## config.mk

```make
export PLATFORM = sky130hd
export DESIGN_NAME = moviment_authorization_ctrl_flat
export DESIGN_NICKNAME = d
export VERILOG_FILES = /design/src/rtl/moviment_authorization_if.sv /design/src/rtl/moviment_authorization_ctrl.sv /design/src/flat_wrapper.sv
export SDC_FILE = /design/constraint.sdc
export NUM_CORES = 1
export LEC_CHECK = 0
export BUFFER_PORTS_ARGS = -buffer_cell sky130_fd_sc_hd__buf_2
export CAP_MARGIN = 20
export CORE_AREA = 2 2 46 48
export CTS_BUF_LIST = sky130_fd_sc_hd__clkbuf_2 sky130_fd_sc_hd__clkbuf_4 sky130_fd_sc_hd__clkbuf_8
export DETAILED_ROUTE_END_ITERATION = 6
export DIE_AREA = 0 0 48 50
export PLACE_DENSITY = 0.62
export SYNTH_ARGS = -nofsm -noshare
export SYNTH_HDL_FRONTEND = slang
export SYNTH_SLANG_ARGS = --single-unit
```

## constraint.sdc

```tcl
create_clock -name clk -period 1.75 [get_ports clk]
set_input_delay 0.35 -clock clk [delete_from_list [all_inputs] [get_ports clk]]
set_output_delay 0.35 -clock clk [all_outputs]
set_load 0.02 [all_outputs]
```

## src/rtl/moviment_authorization_if.sv

```systemverilog
// Bundle of the signals between the scheduler side and the movement
// authorization controller. The master drives the requests and interlocks.
// The slave is the controller, which returns authorization and status.
interface moviment_authorization_if #(
    parameter int NUM_INTERLOCKS = 2
);
    logic                      emergency_mode;
    logic [NUM_INTERLOCKS-1:0] interlocks;
    logic                      move_request;
    logic                      fault_ack;
    logic                      moviment_authorization;
    logic [2:0]                state;
    logic                      fault;
    logic [1:0]                fault_code;

    modport master (
        output emergency_mode, interlocks, move_request, fault_ack,
        input  moviment_authorization, state, fault, fault_code
    );

    modport slave (
        input  emergency_mode, interlocks, move_request, fault_ack,
        output moviment_authorization, state, fault, fault_code
    );
endinterface

```

## src/rtl/moviment_authorization_ctrl.sv

```systemverilog
// Elevator movement authorization controller.
// Movement is granted only after the interlocks and the request have been
// stable for SETTLE_CYCLES. Emergency drops the grant in the same cycle.
// Leaving emergency needs a timed recovery followed by an acknowledge.
// Optional watchdog: define MOVIMENT_WATCHDOG_EN to limit how long the
// controller can stay authorized without a break (fault code 11).
module moviment_authorization_ctrl #(
    parameter int NUM_INTERLOCKS  = 2,
    parameter int SETTLE_CYCLES   = 4,
    parameter int RECOVERY_CYCLES = 8,
    parameter int WATCHDOG_CYCLES = 64
) (
    input  logic                           clk,
    input  logic                           reset,
    moviment_authorization_if.slave        bus
);

    // WATCHDOG_CYCLES only sizes the counters when the watchdog is built in.
`ifdef MOVIMENT_WATCHDOG_EN
    localparam int WD_ACTIVE = WATCHDOG_CYCLES;
`else
    localparam int WD_ACTIVE = 0 * WATCHDOG_CYCLES;
`endif
    localparam int MAX_SR  = (SETTLE_CYCLES > RECOVERY_CYCLES) ? SETTLE_CYCLES : RECOVERY_CYCLES;
    localparam int MAX_ALL = (MAX_SR > WD_ACTIVE) ? MAX_SR : WD_ACTIVE;
    localparam int CNT_W   = $clog2(MAX_ALL) + 1;

    localparam logic [CNT_W-1:0] SETTLE_LAST = CNT_W'(SETTLE_CYCLES - 1);
    localparam logic [CNT_W-1:0] RECOV_LAST  = CNT_W'(RECOVERY_CYCLES - 1);
`ifdef MOVIMENT_WATCHDOG_EN
    localparam logic [CNT_W-1:0] WD_LAST     = CNT_W'(WATCHDOG_CYCLES - 1);
`endif

    localparam logic [1:0] CODE_NONE  = 2'b00;
    localparam logic [1:0] CODE_INTLK = 2'b01;
    localparam logic [1:0] CODE_EMERG = 2'b10;
    localparam logic [1:0] CODE_WDOG  = 2'b11;

    typedef enum logic [2:0] {
        ST_IDLE   = 3'd0,
        ST_SETTLE = 3'd1,
        ST_AUTH   = 3'd2,
        ST_EMERG  = 3'd3,
        ST_RECOV  = 3'd4
    } state_t;

    state_t             state_reg;
    logic [CNT_W-1:0]   cnt_reg;
    logic               fault_reg;
    logic [1:0]         code_reg;
`ifdef MOVIMENT_WATCHDOG_EN
    logic [CNT_W-1:0]   wd_reg;
`endif

    // AND-reduce the interlocks as a chain so any NUM_INTERLOCKS works.
    logic [NUM_INTERLOCKS-1:0] interlocks_w;
    logic [NUM_INTERLOCKS:0]   safe_chain;
    logic                      safe;

    assign interlocks_w  = bus.interlocks;
    assign safe_chain[0] = 1'b1;
    generate
        for (genvar gi = 0; gi < NUM_INTERLOCKS; gi++) begin : g_safe
            assign safe_chain[gi+1] = safe_chain[gi] & interlocks_w[gi];
        end
    endgenerate
    assign safe = safe_chain[NUM_INTERLOCKS];

    // Motor enable is kept combinational so emergency or interlock loss cuts it at once.
    assign bus.moviment_authorization = (state_reg == ST_AUTH) & ~bus.emergency_mode & safe;
    assign bus.state      = state_reg;
    assign bus.fault      = fault_reg;
    assign bus.fault_code = code_reg;

    // Main FSM: emergency overrides everything, otherwise per-state sequencing.
    always_ff @(posedge clk or posedge reset) begin
        if (reset) begin
            state_reg <= ST_IDLE;
            cnt_reg   <= '0;
            fault_reg <= 1'b0;
            code_reg  <= CODE_NONE;
`ifdef MOVIMENT_WATCHDOG_EN
            wd_reg    <= '0;
`endif
        end else begin
`ifdef MOVIMENT_WATCHDOG_EN
            // The watchdog count only survives an uninterrupted stay in AUTHORIZED.
            wd_reg <= '0;
`endif
            if (bus.emergency_mode) begin
                if (state_reg != ST_EMERG) begin
                    state_reg <= ST_EMERG;
                    cnt_reg   <= '0;
                end
                fault_reg <= 1'b1;
                code_reg  <= CODE_EMERG;
            end else begin
                case (state_reg)
                    ST_IDLE: begin
                        // Interlock and watchdog faults are cleared by an acknowledge from idle.
                        if (bus.fault_ack && (code_reg == CODE_INTLK || code_reg == CODE_WDOG)) begin
                            fault_reg <= 1'b0;
                            code_reg  <= CODE_NONE;
                        end
                        if (!fault_reg && bus.move_request && safe) begin
                            state_reg <= ST_SETTLE;
                            cnt_reg   <= '0;
                        end
                    end
                    ST_SETTLE: begin
                        if (!bus.move_request || !safe) begin
                            state_reg <= ST_IDLE;
                            cnt_reg   <= '0;
                        end else if (cnt_reg == SETTLE_LAST) begin
                            state_reg <= ST_AUTH;
                            cnt_reg   <= '0;
                        end else begin
                            cnt_reg <= cnt_reg + 1'b1;
                        end
                    end
                    ST_AUTH: begin
                        // Interlock loss takes precedence so a simultaneous drop records the fault.
                        if (!safe) begin
                            state_reg <= ST_IDLE;
                            cnt_reg   <= '0;
                            fault_reg <= 1'b1;
                            code_reg  <= CODE_INTLK;
                        end else if (!bus.move_request) begin
                            state_reg <= ST_IDLE;
                            cnt_reg   <= '0;
`ifdef MOVIMENT_WATCHDOG_EN
                        end else if (wd_reg == WD_LAST) begin
                            state_reg <= ST_IDLE;
                            cnt_reg   <= '0;
                            fault_reg <= 1'b1;
                            code_reg  <= CODE_WDOG;
                        end else begin
                            wd_reg <= wd_reg + 1'b1;
`endif
                        end
                    end
                    ST_EMERG: begin
                        state_reg <= ST_RECOV;
                        cnt_reg   <= '0;
                    end
                    ST_RECOV: begin
                        if (bus.fault_ack && cnt_reg == RECOV_LAST) begin
                            state_reg <= ST_IDLE;
                            cnt_reg   <= '0;
                            fault_reg <= 1'b0;
                            code_reg  <= CODE_NONE;
                        end else if (cnt_reg != RECOV_LAST) begin
                            cnt_reg <= cnt_reg + 1'b1;
                        end
                    end
                    default: begin
                        state_reg <= ST_IDLE;
                        cnt_reg   <= '0;
                    end
                endcase
            end
        end
    end

endmodule

```

## src/flat_wrapper.sv

```systemverilog
// flat-port wrapper written by rule: the top's interface ports become plain ports
module moviment_authorization_ctrl_flat 
#(
    parameter int NUM_INTERLOCKS  = 2,
    parameter int SETTLE_CYCLES   = 4,
    parameter int RECOVERY_CYCLES = 8,
    parameter int WATCHDOG_CYCLES = 64
)
  (clk, reset, bus_emergency_mode, bus_interlocks, bus_move_request, bus_fault_ack, bus_moviment_authorization, bus_state, bus_fault, bus_fault_code);
  moviment_authorization_if #(.NUM_INTERLOCKS(NUM_INTERLOCKS)) bus_i ();
  input  logic clk;
  input  logic reset;
  input wire logic [$bits(bus_i.emergency_mode)-1:0] bus_emergency_mode;
  input wire logic [$bits(bus_i.interlocks)-1:0] bus_interlocks;
  input wire logic [$bits(bus_i.move_request)-1:0] bus_move_request;
  input wire logic [$bits(bus_i.fault_ack)-1:0] bus_fault_ack;
  output wire logic [$bits(bus_i.moviment_authorization)-1:0] bus_moviment_authorization;
  output wire logic [$bits(bus_i.state)-1:0] bus_state;
  output wire logic [$bits(bus_i.fault)-1:0] bus_fault;
  output wire logic [$bits(bus_i.fault_code)-1:0] bus_fault_code;
  assign bus_i.emergency_mode = bus_emergency_mode;
  assign bus_i.interlocks = bus_interlocks;
  assign bus_i.move_request = bus_move_request;
  assign bus_i.fault_ack = bus_fault_ack;
  assign bus_moviment_authorization = bus_i.moviment_authorization;
  assign bus_state = bus_i.state;
  assign bus_fault = bus_i.fault;
  assign bus_fault_code = bus_i.fault_code;
  moviment_authorization_ctrl #(.NUM_INTERLOCKS(NUM_INTERLOCKS), .SETTLE_CYCLES(SETTLE_CYCLES), .RECOVERY_CYCLES(RECOVERY_CYCLES), .WATCHDOG_CYCLES(WATCHDOG_CYCLES)) u_core (.clk(clk), .reset(reset), .bus(bus_i));
endmodule
```

Word-level counts from Yosys, hierarchy flattened --
Index checks and enable logic that the tools add are counted.
Word-level totals: output and inout port bits 7, flip-flop bits (word level) 10, input port bits 7, word-level logic and storage cells 70
Cells by class: reductions and logical operators 14, bitwise gates (word level) 4, muxes and demuxes 29, add/sub/neg operators 1, eq/ne operators 18
Operators with widths (number):
- 4-bit 2-to-1 mux | 9
- 3-bit 2-to-1 mux | 8
- 4-bit case mux with 4 select lines | 1
- 3-bit case mux with 5 select lines | 1
- 3-bit by 2-bit inequality test with 1-bit output (second input constant) | 4
- 2-bit 2-to-1 mux | 4
- 4-bit by 2-bit inequality test with 1-bit output (second input constant) | 2
- 4-bit AND reduction | 2
- 3-bit by 2-bit equality test with 1-bit output (second input constant) | 2
- 2-bit case mux with 3 select lines | 1
- 5-bit AND reduction | 1
- 4-bit by 1-bit adder with 4-bit output (second input constant) | 1
- 4-bit by 2-bit equality test with 1-bit output (second input constant) | 1
- 4-bit by 3-bit equality test with 1-bit output (second input constant) | 1
- 1-bit logical AND | 4
- 1-bit 2-to-1 mux | 4
- 4-bit by 3-bit inequality test with 1-bit output (second input constant) | 1
- 4-bit inequality test (second input constant) | 1
- 4-bit nonzero test | 1
- 1-bit AND | 3
- 3-bit by 1-bit equality test with 1-bit output (second input constant) | 1
- 3-bit equality test (second input constant) | 1
- 1-bit zero test | 3
- 3-bit zero test | 1
- other kinds (7) | 8

Longest topological paths before layout --
depth after elaboration 6, mapped depth 6, depth with buffers taken out 6

Least setup slack after synthesis --
Ideal clock, no wire load.
kind reg2reg, from register u_core.cnt_reg[0], to register u_core.state_reg[1], in the netlist u_core.bus.state[1], arrival time 1.723 ns, path slack -0.098 ns, data required time 1.625 ns, path buffers 0, period minus slack after synthesis 1.848 ns, cell stages (with the launch flop) 7, library setup time 0.125 ns, path through dfrtp_1 -> ha_1 -> nor3b_1 -> or4_4 -> a21oi_4 -> a21oi_2 -> mux2_4
On the way: cells in the longest elaborated chain, start to end 4, elaborated cells on any way between the ends 6, classes of those cells 4 x eq/ne; 2 x reduce/logical
RTL lines:
- start: declaration | line moviment_authorization_ctrl.sv:48 | logic [CNT_W-1:0] cnt_reg;
- start signal: assignment | line moviment_authorization_ctrl.sv:118 | cnt_reg <= cnt_reg + 1'b1;
- start signal: assignment | line moviment_authorization_ctrl.sv:153 | cnt_reg <= cnt_reg + 1'b1;
- 4-bit by 3-bit equality test with 1-bit output | line moviment_authorization_ctrl.sv:147 | if (bus.fault_ack && cnt_reg == RECOV_LAST) begin
- 1-bit logical AND | line moviment_authorization_ctrl.sv:147
- 3-bit by 2-bit inequality test with 1-bit output (no line)
- 5-bit AND reduction (no line) (*)
- end signal: assignment | line moviment_authorization_ctrl.sv:143 | state_reg <= ST_RECOV;
- end signal: assignment | line moviment_authorization_ctrl.sv:148 | state_reg <= ST_IDLE;
- end signal: assignment | line moviment_authorization_ctrl.sv:157 | state_reg <= ST_IDLE;
- end: declaration | line moviment_authorization_ctrl.sv:47 | state_t state_reg;
Every way passes the cells marked *; elsewhere a longest branch is shown, timed or not. A chain may end at the register's enable or synchronous reset.

Worst setup path in the final report --
from register u_core.cnt_reg[1], to register u_core.state_reg[1], in the netlist u_core.bus.state[1]
The elaborated chain is that of the path after synthesis.

==> results.json <==
{
  "rows": 16,
  "finalSetupViolCount": 1,
  "clock_path_buffers": 2,
  "hold_path_class": "in -> async",
  "fin_hold_ws_ps": 61.73,
  "slowest_stage": "or4_4",
  "power_density_mw_per_mm2": 656.2,
  "cts_buffers": 3,
  "syn_inst": 82,
  "final_util_pct": 48.68,
  "gp_congestion": 0.8096,
  "fillCellCount": 201,
  "clock-sinks": 10,
  "path_cells": "ha_2 > nor3b_1 > or4_4 > a21oi_4 > a21oi_2 > mux2_4",
  "cts_tree": "done",
  "r2r_start": "u_core.cnt_reg[1]$_DFFE_PP0P_",
  "fmax_mhz": 562.2,
  "postRouteAntennaNets": 0,
  "slew_viol_final": 0,
  "ir_drop_v": 0.0003603,
  "vias": 688,
  "drv_cap": 0,
  "ys_seq_area_share_pct": 35.09,
  "design.portCount": 14,
  "arrival_ps": 1920,
  "largest_reg_flops": 4,
  "clk_pin_slew_ps": 70,
  "critical_path.top_delay_family": "simple AND/OR/NAND/NOR gates",
  "critical_path_class": "reg -> reg",
  "required_ps": 1900,
  "antenna_found_initial": 0,
  "grt.total_usage_pct": 17.33,
  "grt_pass1_wl_mm": 2.939,
  "hpwl_mm": 1.278,
  "netlist_area_um2": 713.2,
  "drt-pass1-iter-count": 4,
  "ys_top_cells_by_count": "dfrtp_1, nand2_1, nor2_1",
  "grt_pass1_vias": 689,
  "p_leak_uw": 0.0004076,
  "tns_ps": -28.76,
  "grt_max_degree": 12,
  "ctsHtreeMaxLevel": 1,
  "min_period_ps": 1779,
  "max_slew_margin_pct": 71.61,
  "hold_viol": 0,
  "layout-drive-gt1-share_pct": 38.32,
  "stdcell_area_um2": 925.9,
  "routed_via_density": 5.134,
  "synth_edf_count": 0,
  "chipWidth_um": 48,
  "synth_ff_type": "dfrtp_1",
  "synth_area_leader_cell": "dfrtp_1",
  "synthDominantCellAreaShare_pct": 35.09,
  "synth_seq_cells": 10,
  "synth_fp_nets": 90,
  "coreArea_mm2": 0.001902,
  "start_util_pct": 37.50,
  "setup_ws_ps": -28.76,
  "synth_area_leaders": "dfrtp_1, nand2_1, nor2_1, o211ai_1, a21oi_1",
  "drc": 0,
  "cp_max_fo": 2,
  "syn_area_per_cell_um2": 8.697,
  "io_buffers": 13,
  "crit_path_start": "u_core.cnt_reg[1]$_DFFE_PP0P_",
  "setup.worst_path.start_class": "flop",
  "clock_latency_ps": 260,
  "cp-end-kind": "flop",
  "placed_cell_area_um2": 869.6,
  "nNetsFinal": 116,
  "diodes": 0,
  "die_area_mm2": 0.002400,
  "rsz0062_at_grt": "true",
  "grt.overflow.total": 0,
  "fin_skew_ps": 7.350,
  "cp_slowest_stage_delay_ps": 440,
  "yosysUniqueCellTypes": 37,
  "outcome": "complete, but fails checks",
  "regToRegSetupSlack_ps": -30,
  "path_buf_inv": 0,
  "clockRootBuffer": "clkbuf_4",
  "violations": "negative setup slack",
  "ys_warn_count": 0,
  "synth_most_common_cell": "dfrtp_1",
  "layout_worst_path_cycle_share_pct": 101.6,
  "wl_mm": 1.716,
  "tightestPinTransition_ps": 425.4,
  "async_flop_share_pct": 100.0,
  "area_growth_pct": 29.82,
  "initialDrtViolationCount": 15,
  "die_h_um": 50,
  "wl_per_cell_um": 12.81
}
cell families after synthesis:
logic type / after synthesis / synth area share, %
simple gates: 39 / 31.93
compound gates: 20 / 20.70
flops: 10 / 35.09
buf+inv: 9 / 5.614
mux: 3 / 4.912
fa+ha+maj: 1 / 1.754
where the power goes:
part,switching [µW],total [µW],internal (µW)
Combinational,89.4,160,70.8
Sequential,17.4,261,244
Clock,82.9,186,104
Total,190,608,418
worst register-to-register path: cells and delay by family (launching register included):
family                     cells  cell delay [ps]
muxes                          1              290
DFF                            1              390
and+or+nand+nor                2              590
AOI/OAI and AO/OA              2              210
adders and majority gates      1              200
area by class of cell:
class	count	area (µm²)	area share (%)
Inverter	5	18.77	2.027
Clock buffer	4	30.03	3.243
Sequential cell	10	251.5	27.16
Timing Repair Buffer	25	157.7	17.03
Multi-Input combinational cell	63	434.2	46.89
Tap cell	27	33.78	3.649
layout by cell type (no fill, tap or decap), types with 2 or more instances in the layout:
cell type / n
a211o_1: 2
a21oi_1: 3
a21oi_2: 2
a32oi_1: 2
and2_1: 2
buf_2: 12
buf_4: 13
clkbuf_4: 4
dfrtp_1: 9
inv_1: 5
mux2i_1: 2
nand2_1: 7
nand2b_1: 2
nand3_1: 4
nand4_1: 2
nor2_1: 7
nor2b_1: 2
nor3_2: 2
nor3b_1: 2
o211ai_1: 3
o21ai_0: 2
or3_1: 2
stage by stage:
| stage | power [µW] | cells | worst slack (ps) |
|---|---|---|---|
| after floorplan | 364.7 | 82 | -21.21 |
| after global placement | 418.7 | 128 | 40.76 |
| after detailed placement | 420.4 | 128 | -8.576 |
| after CTS | 610.2 | 132 | -31.95 |
| after global routing | 647.4 | 134 | -106.5 |
| final | 607.6 | 134 | -28.76 |
per-layer routing:
layer | track usage, % | wire (µm) | share of wire (%) | vias up
li1 | - | - | - | 349
met3 | 3.297 | 20 | 1.2 | 2
met1 | 23.15 | 858 | 50 | 331
met2 | 26.00 | 812 | 47 | 6
met4 | 8.108 | 25 | 1.5 | 0
met5 | 0 | 0 | 0 | -
repair_timing:
item / 4_1_cts / 5_1_grt
endpoints found under the hold margin: 0 / 0
setup endpoints to repair: 2 / 5
buffers inserted: 0 / 2
pin swaps: 1 / 3
hold buffers: 0 / 0
gates resized for setup: 2 / 1
path summary, 6_finish.rpt:
kind	cells after the start	endpoint
max	6	u_core.bus.state[1]$_DFFE_PP0P_
min	2	u_core.cnt_reg[3]$_DFFE_PP0P_
max reg2reg	6	u_core.bus.state[1]$_DFFE_PP0P_
min reg2reg	1	u_core.bus.fault_code[1]$_DFFE_PP0P_
max in group asynchronous	2	u_core.bus.state[0]$_DFFE_PP0P_
min in group clk	2	u_core.bus.fault_code[0]$_DFFE_PP0P_
No activity file was read; power rests on OpenSTA's default activity.
